--- config.mk ---
export PLATFORM = sky130hd
export DESIGN_NAME = fifo_fwft
export DESIGN_NICKNAME = d
export VERILOG_FILES = /design/src/rtl/fifo_pkg.sv /design/src/rtl/fifo_ptr.sv /design/src/rtl/fifo_fwft.sv
export SDC_FILE = /design/constraint.sdc
export NUM_CORES = 2
export LEC_CHECK = 0
export ABC_AREA = 1
export CORE_UTILIZATION = 60
export DETAILED_ROUTE_END_ITERATION = 16
export GPL_TIMING_DRIVEN = 0
export MAX_ROUTING_LAYER = met4
export PLACE_DENSITY = 0.78
export SYNTH_ARGS = -nofsm -noshare
export SYNTH_HDL_FRONTEND = slang
export SYNTH_SLANG_ARGS = --single-unit
--- constraint.sdc ---
create_clock -name clk -period 8.85 [get_ports clk]
set_clock_uncertainty 0.15 [all_clocks]
set_input_delay 1.77 -clock clk [delete_from_list [all_inputs] [get_ports clk]]
set_output_delay 1.77 -clock clk [all_outputs]
set_load 0.1 [all_outputs]
--- src/rtl/fifo_pkg.sv ---
// Shared constants and the wrapping pointer increment for the FWFT FIFO.
package fifo_pkg;
  localparam int FIFO_DEF_DATA_WIDTH = 128;
  localparam int FIFO_DEF_DEPTH      = 11;

  // Wraps at depth-1 by explicit compare so non power-of-two depths work.
  function automatic logic [31:0] fifo_next_ptr(input logic [31:0] ptr, input logic [31:0] depth);
    return (ptr == depth - 32'd1) ? 32'd0 : ptr + 32'd1;
  endfunction
endpackage

--- src/rtl/fifo_ptr.sv ---
// Wrapping FIFO pointer with synchronous clear; used for both write and read sides.
module fifo_ptr
  import fifo_pkg::*;
#(
  parameter int DEPTH      = FIFO_DEF_DEPTH,
  parameter int ADDR_WIDTH = $clog2(DEPTH)
) (
  input  logic                  clk,
  input  logic                  reset_n,
  input  logic                  clr,
  input  logic                  inc,
  output logic [ADDR_WIDTH-1:0] ptr
);
  always_ff @(posedge clk or negedge reset_n) begin
    if (!reset_n)  ptr <= '0;
    else if (clr)  ptr <= '0;
    else if (inc)  ptr <= ADDR_WIDTH'(fifo_next_ptr(32'(ptr), 32'(DEPTH)));
  end
endmodule

--- src/rtl/fifo_fwft.sv ---
// First-word-fall-through FIFO with fill count, thresholds and flush.
// Sticky overflow/underflow flags are built only when FIFO_ERR_FLAGS_EN is defined.
module fifo_fwft
  import fifo_pkg::*;
#(
  parameter int DATA_WIDTH = FIFO_DEF_DATA_WIDTH,
  parameter int DEPTH      = FIFO_DEF_DEPTH,
  parameter int AF_MARGIN  = 2,
  parameter int AE_MARGIN  = 2
) (
  input  logic                          clk,
  input  logic                          reset_n,
  input  logic                          fifo_flush,
  input  logic                          fifo_write_e,
  input  logic [DATA_WIDTH-1:0]         fifo_wdata,
  input  logic                          fifo_read_e,
  output logic [DATA_WIDTH-1:0]         fifo_rdata,
  output logic                          fifo_valid,
  output logic                          fifo_full,
  output logic                          fifo_empty,
  output logic                          fifo_almost_full,
  output logic                          fifo_almost_empty,
  output logic [$clog2(DEPTH+1)-1:0]    fifo_count,
  input  logic                          fifo_err_clr,
  output logic                          fifo_overflow,
  output logic                          fifo_underflow
);
  localparam int ADDR_WIDTH = $clog2(DEPTH);
  localparam int CNT_WIDTH  = $clog2(DEPTH+1);

  logic [DEPTH-1:0][DATA_WIDTH-1:0] mem;
  logic [ADDR_WIDTH-1:0]            wr_ptr, rd_ptr;
  logic [CNT_WIDTH-1:0]             count;
  logic                             rd_acc, wr_acc;

  assign fifo_empty        = (count == '0);
  assign fifo_full         = (count == CNT_WIDTH'(DEPTH));
  assign fifo_almost_full  = (count >= CNT_WIDTH'(DEPTH - AF_MARGIN));
  assign fifo_almost_empty = (count <= CNT_WIDTH'(AE_MARGIN));
  assign fifo_count        = count;
  assign fifo_valid        = ~fifo_empty;

  // A full FIFO still takes a write when the head pops on the same edge.
  assign rd_acc = fifo_read_e & ~fifo_empty;
  assign wr_acc = fifo_write_e & (~fifo_full | rd_acc);

  fifo_ptr #(.DEPTH(DEPTH), .ADDR_WIDTH(ADDR_WIDTH)) u_wr_ptr (
    .clk(clk), .reset_n(reset_n), .clr(fifo_flush), .inc(wr_acc), .ptr(wr_ptr)
  );

  fifo_ptr #(.DEPTH(DEPTH), .ADDR_WIDTH(ADDR_WIDTH)) u_rd_ptr (
    .clk(clk), .reset_n(reset_n), .clr(fifo_flush), .inc(rd_acc), .ptr(rd_ptr)
  );

  always_ff @(posedge clk) begin
    if (wr_acc && !fifo_flush) mem[wr_ptr] <= fifo_wdata;
  end

  always_ff @(posedge clk or negedge reset_n) begin
    if (!reset_n)                count <= '0;
    else if (fifo_flush)         count <= '0;
    else if (wr_acc && !rd_acc)  count <= count + 1'b1;
    else if (rd_acc && !wr_acc)  count <= count - 1'b1;
  end

  assign fifo_rdata = fifo_empty ? '0 : mem[rd_ptr];

`ifdef FIFO_ERR_FLAGS_EN
  logic ovf_q, udf_q;

  always_ff @(posedge clk or negedge reset_n) begin
    if (!reset_n) begin
      ovf_q <= 1'b0;
      udf_q <= 1'b0;
    end else if (fifo_err_clr) begin
      ovf_q <= 1'b0;
      udf_q <= 1'b0;
    end else begin
      if (fifo_write_e && fifo_full && !rd_acc && !fifo_flush) ovf_q <= 1'b1;
      if (fifo_read_e && fifo_empty && !fifo_flush)            udf_q <= 1'b1;
    end
  end

  assign fifo_overflow  = ovf_q;
  assign fifo_underflow = udf_q;
`else
  logic unused_err_clr;
  assign unused_err_clr = fifo_err_clr;
  assign fifo_overflow  = 1'b0;
  assign fifo_underflow = 1'b0;
`endif
endmodule
-- Word-level counts from Yosys, hierarchy flattened
Index checks and enable logic that the tools add are counted.
- flip-flop bits (word level): 1420
- bits of input ports: 134
- output and inout bits: 139
- logic and storage cells: 57
- $add $sub $neg: 4
- order comparisons: 5
- eq/ne operators: 3
- multiplexer cells: 15
- bitwise logic cells: 5
- reduce and logical (&&, ||, !) cells: 11
- operator list (operator ; number):
    1408-bit bitwise mux ; 1
    128-bit binary-select mux with 4-bit select ; 1
    128-bit demux with 4-bit select ; 1
    128-bit 2-to-1 mux ; 3
    4-bit 2-to-1 mux ; 9
    4-bit by 1-bit adder with 4-bit output, second input constant ; 3
    4-bit == test, second input constant ; 3
    4-bit by 5-bit < comparator with 1-bit output, second input constant ; 2
    4-bit by 1-bit greater-or-equal comparator with 1-bit output, second input constant ; 1
    4-bit greater-or-equal comparator, second input constant ; 1
    4-bit by 2-bit <= comparator with 1-bit output, second input constant ; 1
    1-bit logical AND ; 4
    4-bit logical NOT ; 1
    2-bit nonzero test ; 2
    4-bit by 1-bit subtractor with 4-bit output, second input constant ; 1
    1-bit logical NOT ; 3
    3-bit nonzero test ; 1
    1-bit AND ; 2
    1-bit inverter ; 2
    1-bit OR ; 1

-- Longest topological paths before layout
- depth in word-level cells: 10
- depth in mapped cells: 13
- depth with buffers taken out: 13

-- Hierarchy
From an unflattened synthesis, not the netlist that was laid out.
- cells, all modules: 4949
- area total of the unflattened synthesis: 57844.2 µm²
- modules (own cells, without submodules) (module ; instances ; cells each ; area an instance (µm²) ; seq. area each (µm²)):
    fifo_fwft ; 1 ; 4873 ; 57323.7 ; 42380.6
    fifo_ptr ; 2 ; 38 ; 260.2 ; 100.1

-- Least setup slack after synthesis
Ideal clock, no wire load.
- path kind: register -> register
- start: register count[2] (netlist: fifo_count[2])
- end: register mem[1280] in the netlist's numbering (enable)
- library setup time: 0.617 ns
- arrival time: 8.008 ns
- required time: 8.083 ns
- path slack: 0.075 ns
- stages on the path, launching flop included: 9
- buffers on the path: 0
- period minus slack after synthesis: 8.775 ns
- cells stage by stage: dfrtp_1 -> nor2_1 -> nand2_1 -> nand2_1 -> nand2_1 -> nand2_1 -> nor2_2 -> nand3_1 -> nor2_1
- word-level cells in the longest chain between the ends: 6
- elaborated cells on any way between the ends: 8
- those cells by class: 1 x eq/ne; 5 x bitwise; 2 x reduce/logical
- ends and longest elaborated chain (what ; line ; source):
    start, declared ; fifo_fwft.sv:33 ; logic [CNT_WIDTH-1:0] count;
    start signal, assigned ; fifo_fwft.sv:62 ; else if (wr_acc && !rd_acc) count <= count + 1'b1;
    start signal, assigned ; fifo_fwft.sv:63 ; else if (rd_acc && !wr_acc) count <= count - 1'b1;
    4-bit logical NOT ; fifo_fwft.sv:36 ; assign fifo_empty = (count == '0);
    1-bit inverter ; - ;
    via fifo_valid ; fifo_fwft.sv:18 ; output logic fifo_valid,
    1-bit AND ; fifo_fwft.sv:44 ; assign rd_acc = fifo_read_e & ~fifo_empty;
    1-bit OR ; fifo_fwft.sv:45 ; assign wr_acc = fifo_write_e & (~fifo_full | rd_acc);
    1-bit AND ; fifo_fwft.sv:45 ;
    1-bit logical AND ; fifo_fwft.sv:56 ; if (wr_acc && !fifo_flush) mem[wr_ptr] <= fifo_wdata;
    end signal, assigned by index ; fifo_fwft.sv:56 ;
    end, declared ; fifo_fwft.sv:31 ; logic [DEPTH-1:0][DATA_WIDTH-1:0] mem;
The timed path passes the listed nets, and every way through them passes these cells.
A chain may end at the register's enable or synchronous reset.

-- Worst setup path in the final report
- start: register u_rd_ptr.ptr[0]
- end: output port fifo_rdata[26]
- word-level cells in the longest chain between the ends: 3
- ends and longest elaborated chain (what ; line ; source):
    start, declared ; fifo_ptr.sv:12 ; output logic [ADDR_WIDTH-1:0] ptr
    start signal, assigned ; fifo_ptr.sv:17 ; else if (inc) ptr <= ADDR_WIDTH'(fifo_next_ptr(32'(ptr), 32'(DEPTH)));
    128-bit binary-select mux with 4-bit select ; fifo_fwft.sv:66 ; assign fifo_rdata = fifo_empty ? '0 : mem[rd_ptr];
    128-bit 2-to-1 mux (not written as such) ; fifo_fwft.sv:66 ;
    128-bit 2-to-1 mux ; fifo_fwft.sv:66 ;
    end, declared ; fifo_fwft.sv:17 ; output logic [DATA_WIDTH-1:0] fifo_rdata,
No other way between the ends. The select of a mux whose other input is x is not followed.

==> impl_summary.md <==
Logic synthesis
The number of synthesized register bits is 1420. The basic-gate share of the synthesized area counting and, or, nand and nor cells is approximately 18%. The mean cell area of the mapped netlist is 11.0 um^2. The number of enable flip-flop cells after synthesis is 1408. The multiplexer share of the synthesized area is 0%.

The main flop type after synthesis is sky130_fd_sc_hd__edfxtp_1. Counting every instance in the synthesized netlist gives 5437. After synthesis the cells add up to between 50000 and 60000 um^2. Ranked by total cell area, the synthesized netlist is headed by sky130_fd_sc_hd__edfxtp_1, sky130_fd_sc_hd__nand2_1, sky130_fd_sc_hd__nand3_1, sky130_fd_sc_hd__inv_1, sky130_fd_sc_hd__o21ai_0. The count of synthesis-stage warnings from yosys is 0. The share of the synthesized netlist area taken by xor and xnor gates is 0.0440%. After Yosys synthesis, full adders, half adders and majority gates account for less than 1% of the synthesized area. The most used standard cell by instance count after synthesis is sky130_fd_sc_hd__nand2_1.

The count of distinct cell types in the synthesized netlist is 26. The async set-or-reset flop fraction in the synthesized netlist is less than 1%. The combinational family with the most area after synthesis is simple AND/OR/NAND/NOR gates. The commonest cells after synthesis are sky130_fd_sc_hd__nand2_1, sky130_fd_sc_hd__edfxtp_1, sky130_fd_sc_hd__nand3_1. The area fraction in compound gates after synthesis is 3.31%. The post-synthesis cell type with the largest combined area is sky130_fd_sc_hd__edfxtp_1.

The share of synthesized area in the top cell type comes to 70.8%. The post-synthesis sequential area ratio is 71.3%.

Global route
Global routing used 33.5% of the available tracks. The first global-routing pass estimated 241 mm of wire. Entering global routing, the biggest net connects 32 pins. The initial antenna violation count is 21. The number of global-route vias before repair is 41417. The total global routing overflow is 0.

Place
Including well taps, the total number of placed cells is 7047. The congestion estimate from routability-driven global placement came to 0.862. Detailed placement ended at an HPWL of roughly 110 mm. Buffers placed on the I/O ports in this run total 269. The worst-case setup slack after placement is 2550 ps.

Setup path
Data arrives at the worst endpoint at 5280 ps. The worst register-to-register path begins at fifo_count[2]. The worst setup path is captured at a primary output. The largest single stage delay on the critical path is 1500 ps.

The worst-path maximum fanout is 10. The start point of the critical path is u_rd_ptr.ptr[0]. At the worst endpoint, the required time is 6930 ps. The kind of start point of the critical path is a flip-flop.

Walking the worst path, the cells encountered are buf_6, inv_2, buf_6, buf_2, buf_2, nand3_1, o21ai_1, nand2_1, a21oi_1, clkdlybuf4s50_1. The critical path's slowest cell is sky130_fd_sc_hd__clkdlybuf4s50_1. The critical path is of the reg -> out type.

Min path
The tightest min-delay check is of the reg -> reg type. The source of the worst hold timing path is u_wr_ptr.ptr[3].

Detailed routing
The first-pass iteration count of the detailed router is 8. In the final routed layout, each cell accounts on average for 22.4 um. The final layout contains routed wiring with a total length of 164 mm. The antenna violation net count after detailed routing is 0.

The total met3 wirelength after detailed routing is 17.8 mm. The detailed router placed 42427 vias in this run. The detailed-route DRC error count is 0. After detailed routing, the wire length on met1 is 57.9 mm.

The uppermost signal routing layer after detailed routing is met4. After detailed routing, the number of vias per cell comes to around 5.8. The detailed-routed wire length on met2 is ~80 mm.

In this run, the number of DRC markers left after iteration 0 of detailed routing was 5257.

STA
In the final timing run, aggregate negative setup slack is 0 ps. The count of final max-slew check failures is 0. For the pin with the worst max-slew slack, the measured transition is 1430 ps. Setup violations remaining at the end of the flow were counted as 0.

The top achievable clock speed is 139 MHz. Setup repair after global routing left no endpoint under its margin. The total count of hold-check failures in the final report is 0. The final critical path time including I/O delays and setup is 7200 ps. The minimum setup slack in the final design is 1650 ps. After layout, the worst path uses 81.3% of the clock period. The headroom to the max-slew limit is 4.65%.

Floorplan
The core region is slightly below 100000 um^2. The top-level port count is 273. Once the floorplan was initialized, standard cells occupied 60.6% of the core.

The initialized floorplan defines between 100 and 150 standard-cell rows. The full die area is between 100000 and 150000 um^2. The width of the die is 317 um. In this run the vertical extent of the chip is roughly 320 um.

Clocking
In this run, CTS created clock tree buffers numbering 142. In this run, post-CTS hold repair placed 0 buffers. The clock sink count is 1420.

Post-CTS timing repair inserted 0 buffers for setup. Clock-pin slew was measured on the worst setup and hold paths at roughly 60 ps. TritonCTS built the clock tree. CTS built an H-tree with a depth of 4.

Gates resized during post-CTS repair numbered 0. The worst-case clock buffer depth is 3. For the worst-skew pair, the clock arrives at the later sink with an insertion delay of 750 ps. The root buffer cell chosen for the clock tree is sky130_fd_sc_hd__clkbuf_16.

Power and ir drop
Power spread over the standard cell area amounts to 318 nW/um^2. The total design power is 22200 uW. The maximum vdd ir drop is 0.000446 V.

The leakage power is 0.0274 uW.

Finish
The fraction of final layout cells with drive strength greater than 1 is about 6.6%. At the end of the flow the core is filled with cells to 70.7%. Once layout is complete, the cells apart from fillers number 7321. From synthesis to final layout, the design area changed by 16.7%. In the final design database the tool counted 6043 nets.

Run
Max-cap violations in this run came to 0.

Status
The run finished with clean final reports.
==> final timing paths <==
| check | to | slack [ps] | depth (start not counted) |
|---|---|---|---|
| worst max register to register | mem[21] | 5050 | 12 |
| worst max-delay path | fifo_rdata[26] | 1650 | 10 |
| worst min-delay path | u_wr_ptr.ptr[3] | 430 | 2 |
| worst min register to register | u_wr_ptr.ptr[3] | 430 | 2 |
| max in group asynchronous | fifo_count[2] | 6920 | 1 |
| min in group asynchronous | u_rd_ptr.ptr[3] | 1240 | 1 |
==> report_power, final <==
group / total [uW] / internal, uW / switching [uW]
Sequential: 7520 / 7480 / 41.2
Clock: 5750 / 3240 / 2520
Combinational: 8900 / 1930 / 6970
==> cells by family after synthesis <==
| logic type | after synthesis |
|---|---|
| buffers and inverters | 1101 |
| other | 1 |
| flip-flops | 1420 |
| AO/OA/AOI/OAI | 394 |
| XOR/XNOR | 3 |
| adder cells (fa/ha/maj) | 5 |
| AND/OR/NAND/NOR | 2513 |
==> final cells by class <==
class,count,area (um^2)
Timing Repair Buffer,322,3810
Clock inverter,79,662
Multi-Input combinational cell,2917,12700
Tap cell,1287,1610
Clock buffer,177,3730
Antenna cell,18,45.0
Inverter,787,2950
Fill cell,6462,28800
Buffer,314,1490
Sequential cell,1420,42600
==> registers in the layout, indices dropped and copies added, names as in the netlist <==
name and flops:
mem 1408, fifo_count 4, u_rd_ptr.ptr 4, u_wr_ptr.ptr 4
==> stage by stage <==
stage	area, um^2	hold slack [ps]
floorplan	59700	371
global placement	64000	394
detailed placement	65200	404
CTS	69600	422
global route	69600	466
finish	69600	431
==> layout by cell type, fill, tap and decap left out, drive strengths merged, types with 18 or more instances in the layout <==
cell type      synthesis  routed
inv                  786     795
nand3                911     911
clkbuf               149     326
nand2               1448    1448
o21ai                260     260
clkdlybuf4s50          0     269
edfxtp              1408    1408
clkinv                 1      62
diode                  0      18
buf                  165     218
a21oi                132     132
nor2                 150     150
==> critical path, delay by kind of cell (launching register included) <==
family / cells / cell delay (ps)
AO/OA/AOI/OAI: 2 / 480
buffers and inverters: 6 / 3190
flip-flops: 1 / 640
AND/OR/NAND/NOR: 2 / 170
==> metal layers <==
| metal | global-route usage [%] | vias to the layer above |
|---|---|---|
| li1 | - | 19110 |
| met1 | 40.1 | 20189 |
| met2 | 52.9 | 2600 |
| met3 | 7.74 | 528 |
| met4 | 18.2 | 0 |
| met5 | - | - |
Power figures use the tool's default switching activity.
